<file path="config.mk">
export PLATFORM = sky130hd
export DESIGN_NAME = alu_share_arbiter
export DESIGN_NICKNAME = d
export VERILOG_FILES = /design/src/rtl/alu_share_arbiter.sv
export SDC_FILE = /design/constraint.sdc
export NUM_CORES = 1
export LEC_CHECK = 0
export BUFFER_PORTS_ARGS = -buffer_cell sky130_fd_sc_hd__buf_4
export CAP_MARGIN = 20
export CORE_AREA = 10 10 114 116
export CTS_CLUSTER_SIZE = 12
export DETAILED_ROUTE_END_ITERATION = 10
export DIE_AREA = 0 0 124 126
export PLACE_DENSITY = 0.78
export SLEW_MARGIN = 15
export SYNTH_ARGS = -nofsm -noshare
export SYNTH_HDL_FRONTEND = slang
export SYNTH_SLANG_ARGS = --single-unit
</file>
<file path="constraint.sdc">
create_clock -name clk -period 4.3 [get_ports clk]
set_input_delay 0.86 -clock clk [delete_from_list [all_inputs] [get_ports clk]]
set_output_delay 0.86 -clock clk [all_outputs]
set_load 0.05 [all_outputs]
</file>
<file path="src/rtl/alu_share_arbiter.sv">
// Round-robin arbiter that time-shares one combinational ALU between two valid/ready requesters.
// One operation in flight at a time: IDLE accepts, EXEC captures the ALU output, RESP holds it until consumed.
module alu_share_arbiter #(
  parameter int WIDTH = 32
) (
  input  logic             clk,
  input  logic             reset,
  input  logic             req0_valid,
  output logic             req0_ready,
  input  logic [WIDTH-1:0] req0_a,
  input  logic [WIDTH-1:0] req0_b,
  input  logic [3:0]       req0_op,
  output logic             rsp0_valid,
  input  logic             rsp0_ready,
  output logic [WIDTH-1:0] rsp0_result,
  output logic             rsp0_zero,
  input  logic             req1_valid,
  output logic             req1_ready,
  input  logic [WIDTH-1:0] req1_a,
  input  logic [WIDTH-1:0] req1_b,
  input  logic [3:0]       req1_op,
  output logic             rsp1_valid,
  input  logic             rsp1_ready,
  output logic [WIDTH-1:0] rsp1_result,
  output logic             rsp1_zero,
  output logic [WIDTH-1:0] alu_a,
  output logic [WIDTH-1:0] alu_b,
  output logic [3:0]       alu_ctrl,
  input  logic [WIDTH-1:0] alu_result,
  input  logic             alu_zero
);

  typedef enum logic [1:0] {IDLE, EXEC, RESP} state_e;

  state_e           state_q;
  logic             last_grant_q;
  logic             owner_q;
  logic [WIDTH-1:0] a_q;
  logic [WIDTH-1:0] b_q;
  logic [3:0]       op_q;
  logic [WIDTH-1:0] result_q;
  logic             zero_q;

  logic grant_d;
  logic accept_d;
  logic rsp_ready_d;

  // Under contention the requester that did not win last time gets the grant.
  always_comb begin
    grant_d = req1_valid;
    if (req0_valid && req1_valid) begin
      grant_d = ~last_grant_q;
    end
  end

  assign accept_d    = (state_q == IDLE) && !reset && (grant_d ? req1_valid : req0_valid);
  assign req0_ready  = accept_d && !grant_d;
  assign req1_ready  = accept_d && grant_d;
  assign rsp_ready_d = owner_q ? rsp1_ready : rsp0_ready;

  always_ff @(posedge clk) begin
    if (reset) begin
      state_q      <= IDLE;
      last_grant_q <= 1'b1;
      owner_q      <= 1'b0;
      a_q          <= '0;
      b_q          <= '0;
      op_q         <= 4'b0000;
      result_q     <= '0;
      zero_q       <= 1'b0;
    end else begin
      case (state_q)
        IDLE: begin
          if (accept_d) begin
            a_q          <= grant_d ? req1_a  : req0_a;
            b_q          <= grant_d ? req1_b  : req0_b;
            op_q         <= grant_d ? req1_op : req0_op;
            owner_q      <= grant_d;
            last_grant_q <= grant_d;
            state_q      <= EXEC;
          end
        end
        EXEC: begin
          result_q <= alu_result;
          zero_q   <= alu_zero;
          state_q  <= RESP;
        end
        RESP: begin
          if (rsp_ready_d) begin
            state_q <= IDLE;
          end
        end
        default: state_q <= IDLE;
      endcase
    end
  end

  assign alu_a    = a_q;
  assign alu_b    = b_q;
  assign alu_ctrl = op_q;

  // Data outputs always carry the registers; only the valid qualifies them.
  assign rsp0_valid  = (state_q == RESP) && !owner_q;
  assign rsp1_valid  = (state_q == RESP) && owner_q;
  assign rsp0_result = result_q;
  assign rsp1_result = result_q;
  assign rsp0_zero   = zero_q;
  assign rsp1_zero   = zero_q;

endmodule

</file>
==> run metrics, run 1 <==
Hold Path Cell Cnt 2; slowest cell on the critical path buf_4; DRC errors left 0; setup violators final 0; unrepaired setup endpoints after global routing no; Layout area overhead 51.8%; clock-pin slew on the worst setup and hold paths 90 ps; Max VDD drop 192 uV; nets 898; final non-filler cell total 868; Slew Viols, Final 0; placed cell count 852; post-synth net total 650; Combinational Power Share 34.2%; Die ar. 15600 um2; Clock Tree Root clkbuf_8; GP Congestion 0.844; Synth Warn # 0; cell mode on critical path buf_4; Longest Clk Path Bufs 2; largest area contributor in the netlist dfxtp_1; EDFF count, synth 0; CP startpoint reset; Routed Antenna Nets 0; synthesized flop and latch total 105; internal reg-to-reg setup slack 2230 ps; Clock Power Share 23.7%; initial antenna violation count 0; # IOs 313; FF-to-FF path depth 4; Pleak 3.27 nW; Pwr Density 400 nW/um2; final hold violation count 0; sequential element share of the synthesized area 47.8%; Worst-Margin Slew 1030 ps; Max Fclk 333 MHz; Final min period 3000 ps; Worst EP arrival 2140 ps; Die Wd 124 um; Hold Path End rsp0_result[22]; vias per inst 5.37; WL per Instance 20.3 um; Critical Path RT 3440 ps; TritonCTS clock tree built; Num CTS Buffers 9; CTS Hold Bufs 0; P_sw 0.984 mW; Syn Std Cell Area 4400 um2; Final period util 69.9%; vias in the first global route 4628; largest net degree at the start of global routing 69; crit path kind input port to output pin; Starting Density 41.1%; status finished clean; Sw Share 36.9%; register share of total power 42.1%; synth top area cells dfxtp_1, a221o_1, and3_1, buf_4, nand2_1; Setup crit start kind input port; HP Class register to register; Global Route Usage Sum 20.8%; # H-tree levels 3; grt ovf 0; DP Area 6470 um2; # rows 38; Synth cell types 29; first-pass GRT wire length 26.0 mm; post-cts gate resize count 0; DPL Wire Length 13.6 mm; worst-skew pair later-pin latency 360 ps; DRT Wirelength 17.6 mm; routed vias 4661; relative slew slack 30.8%; Die H 126 um; Worst Setup End Kind output pin; Pint 1.68 mW; Syn Area/Cell 9.26 um2; drt first pass iters 4; final instance area 6680 um2; r2r endpoint alu_a[16]; Synth top area share 47.8%; share of cells above drive strength 1 46.7%; clock skew 15.0 ps; Reg-to-Reg Start last_grant_q; setup TNS 0 ps; Max-Cap Viols 0; clk sinks 105; Synth Instances 475; Main synth FF type dfxtp_1; Port Buf Inserts 312; asr flop ratio synth 0%; crit path cell chain buf_4, nor3_4, buf_4, and3_2, buf_4; Iter 0 DRT Violations 359; core box area 10700 um2; Antenna Cells 0; Max stage delay on crit path 320 ps; Critical Path Fanout Max 55; Post-CTS Setup Repair Bufs 0; hold_sp rsp0_result[22]
worst max-delay path by stage:
stage                 end  cells after the start
2_1_floorplan  req1_ready                      4
3_3_place_gp   req0_ready                      5
3_5_place_dp   req0_ready                      5
4_1_cts        req0_ready                      5
5_1_grt        req0_ready                      5
6_report       req0_ready                      5
metrics by stage:
stage          util (%)  worst slack (ps)  power (mW)  hold slack [ps]
5_1_grt            62.4              1220        2.77              504
6_report           62.4              1300        2.67              480
4_1_cts            62.4              1330        2.69              481
3_3_place_gp       60.3              1330        2.04              458
3_5_place_dp       60.5              1330        2.06              467
2_1_floorplan         -              1470        1.74              450
registers in the layout, indices dropped and copies added, names as in the netlist:
| signal | cells |
|---|---|
| alu_a | 32 |
| alu_b | 32 |
| rsp0_result | 32 |
| alu_ctrl | 4 |
| state_q | 2 |
| last_grant_q | 1 |
| owner_q | 1 |
| rsp0_zero | 1 |
cell type report:
type,instances,area [um2]
multi-input combinational,289,1800
fill,944,4020
sequential,105,2100
clock buffer,12,155
clock inverter,4,51.3
timing repair buffer,318,2390
tap,140,175
cells by family (layout without fill, tap and decap cells):
logic type	count (synthesis)	in the layout	share of synthesized area [%]
simple gates	166	166	19.4
compound gates	122	122	20.5
flops	105	105	47.8
buf+inv	81	334	12.1
mux	1	1	0.228
placed cells by master, fill, tap and decap left out, types with 2 or more instances in the layout:
cell type  netlist  layout
a21oi_1         35      35
a221o_1         52      52
a31oi_1         16      16
and3_1          53      52
buf_4           40     317
clkbuf_8         0      11
dfxtp_1        105     105
nand2_1         67      67
nand2b_1         2       2
nand3_1         16      16
nand4_1         16      16
nor2_1           2       2
nor3_1           2       2
o21ai_0         15      15
or2_2            2       2
synth_stat cells, types with 2 or more instances:
| master | number |
|---|---|
| and3_1 | 53 |
| a221o_1 | 52 |
| a31oi_1 | 16 |
| o21ai_0 | 15 |
| dfxtp_1 | 105 |
| nand2_1 | 67 |
| or2_2 | 2 |
| buf_2 | 8 |
| nor3_1 | 2 |
| nand2b_1 | 2 |
| clkbuf_1 | 23 |
| buf_6 | 9 |
| a21oi_1 | 35 |
| nand4_1 | 16 |
| nor2_1 | 2 |
| buf_4 | 40 |
| nand3_1 | 16 |
critical path, delay by kind of cell:
| kind | cells | cell delay (ps) |
|---|---|---|
| AND/OR/NAND/NOR | 2 | 450 |
| buffers and inverters | 3 | 790 |
power by group through the flow:
stage	registers, mW	clock network (mW)	logic, mW
2_1_floorplan	1.42	0	0.319
3_3_place_gp	1.14	0	0.902
3_5_place_dp	1.14	0	0.917
4_1_cts	1.12	0.647	0.918
5_1_grt	1.13	0.682	0.959
6_report	1.12	0.633	0.912
routing by layer:
metal  global-route usage [%]  up-vias  routed length (um)
li1                         -     2209                   -
met1                     21.8     2191                6230
met2                     37.3      239                9070
met3                     7.15       22                2000
met4                     7.45        0                 343
met5                        0        -                   0
Note: power is estimated with default switching activity, not from simulation.
==> inputs of run 2 (changes only) <==
--- a/config.mk
+++ b/config.mk
@@ -7,11 +7,11 @@
 export LEC_CHECK = 0
 export BUFFER_PORTS_ARGS = -buffer_cell sky130_fd_sc_hd__buf_4
 export CAP_MARGIN = 20
-export CORE_AREA = 10 10 114 116
+export CORE_AREA = 10 10 115 117
 export CTS_CLUSTER_SIZE = 12
 export DETAILED_ROUTE_END_ITERATION = 10
-export DIE_AREA = 0 0 124 126
-export PLACE_DENSITY = 0.78
+export DIE_AREA = 0 0 125 127
+export PLACE_DENSITY = 0.77
 export SLEW_MARGIN = 15
 export SYNTH_ARGS = -nofsm -noshare
 export SYNTH_HDL_FRONTEND = slang
==> constraint.sdc (replaced) <==
create_clock -name clk -period 3.1 [get_ports clk]
set_input_delay 0.62 -clock clk [delete_from_list [all_inputs] [get_ports clk]]
set_output_delay 0.62 -clock clk [all_outputs]
set_load 0.05 [all_outputs]
==> run metrics, run 2 (synthesis results as in run 1) <==
internal reg-to-reg setup slack 1170 ps; largest net degree at the start of global routing 61; DRT Wirelength 17.3 mm; Longest Clk Path Bufs 2; Final min period 2290 ps; Worst Setup End Kind output pin; Worst-Margin Slew 987 ps; # IOs 313; Max Fclk 437 MHz; setup TNS 0 ps; clock skew 9.42 ps; vias per inst 5.31; final hold violation count 0; Final period util 73.8%; GP Congestion 0.906; Pwr Density 589 nW/um2; crit path kind register to output pin; Critical Path RT 2480 ps; Multi-input gate area 1790 um2; routed vias 4629; vias in the first global route 4621; Num CTS Buffers 9; core box area 11100 um2; Post-CTS Setup Repair Bufs 0; TritonCTS clock tree built; drt first pass iters 5; Iter 0 DRT Violations 345; Die H 127 um; # H-tree levels 3; status finished clean; Layout area overhead 54.2%; clk sinks 105; most common cell after layout, fill and taps aside buf_4; FF+latch area 2100 um2; Starting Density 39.5%; fillers 989; WL per Instance 19.8 um; CTS Hold Bufs 0; initial antenna violation count 0; relative slew slack 34.0%; worst hold slack 476 ps; post-cts gate resize count 0; DPL Wire Length 13.5 mm; Clock Tree Root clkbuf_16; Die Wd 125 um; share of cells above drive strength 1 46.8%; commonest cells after routing, fill and taps aside buf_4, dfxtp_1, nand2_1; setup violators final 0; unrepaired setup endpoints after global routing no; Slew Viols, Final 0; Pleak 3.33 nW; clock-pin slew on the worst setup and hold paths 60 ps; Critical Path Fanout Max 25; Antenna Cells 0; Setup crit start kind register; HP Class register to register; Port Buf Inserts 312; Max-Cap Viols 0; # rows 39; Global Route Usage Sum 19.9%; DRC errors left 0; first-pass GRT wire length 25.8 mm; Max VDD drop 302 uV; Worst EP arrival 1670 ps; nets 901; worst-skew pair later-pin latency 340 ps; grt ovf 0; Routed Antenna Nets 0; Die ar. 15900 um2
[run 2: changes by cell type in the layout (fill, tap and decap cells not counted), sizes merged]
cell and change:
clkbuf -2, clkinvlp -1, buf +3, bufinv +1
[run 2: layer usage]
| metal | up-vias | part of all wire (%) | track usage, % |
|---|---|---|---|
| met5 | - | 0 | 0 |
| met4 | 0 | 2.1 | 7.86 |
| met3 | 20 | 9.2 | 6.66 |
| met2 | 235 | 50 | 34.4 |
| met1 | 2156 | 38 | 22.3 |
| li1 | 2218 | - | - |
[run 2: report_power, final]
part	switching [mW]	leakage [nW]	internal [mW]	total [mW]
sequential	0.0852	0.862	1.47	1.56
clock	0.474	0.148	0.697	1.17
combinational	0.824	2.32	0.444	1.27
[run 2: final timing paths]
path / from / endpoint / cells after the start
worst max-delay path: state_q[1] / req0_ready / 4
worst min register to register: rsp0_result[20] / rsp0_result[20] / 2
worst min-delay path: rsp0_result[20] / rsp0_result[20] / 2
worst max register to register: state_q[1] / alu_a[30] / 5
[run 2: worst max-delay path, stage by stage, from the launching register on]
cell and delay, ps:
dfxtp_1 390, nor3_4 250, buf_4 270, and3_2 220
buf_4 200
[run 2: stage by stage]
step,utilization (%),cells,area (um2),setup slack (ps),power [mW]
final,61.0,872,6780,811,4.00
after global routing,61.0,872,6780,712,4.15
after CTS,61.0,872,6780,793,4.02
after detailed placement,58.3,858,6480,837,2.86
after global placement,58.3,858,6480,856,2.84
after floorplan,-,475,4400,747,2.41
[run 2: layout make-up]
cell class | count | share of cell area, %
Multi-Input combinational cell | 289 | 26.4
Clock buffer | 10 | 3.38
Tap cell | 143 | 2.64
Sequential cell | 105 | 31.0
Clock inverter | 4 | 1.03
Timing Repair Buffer | 321 | 35.5
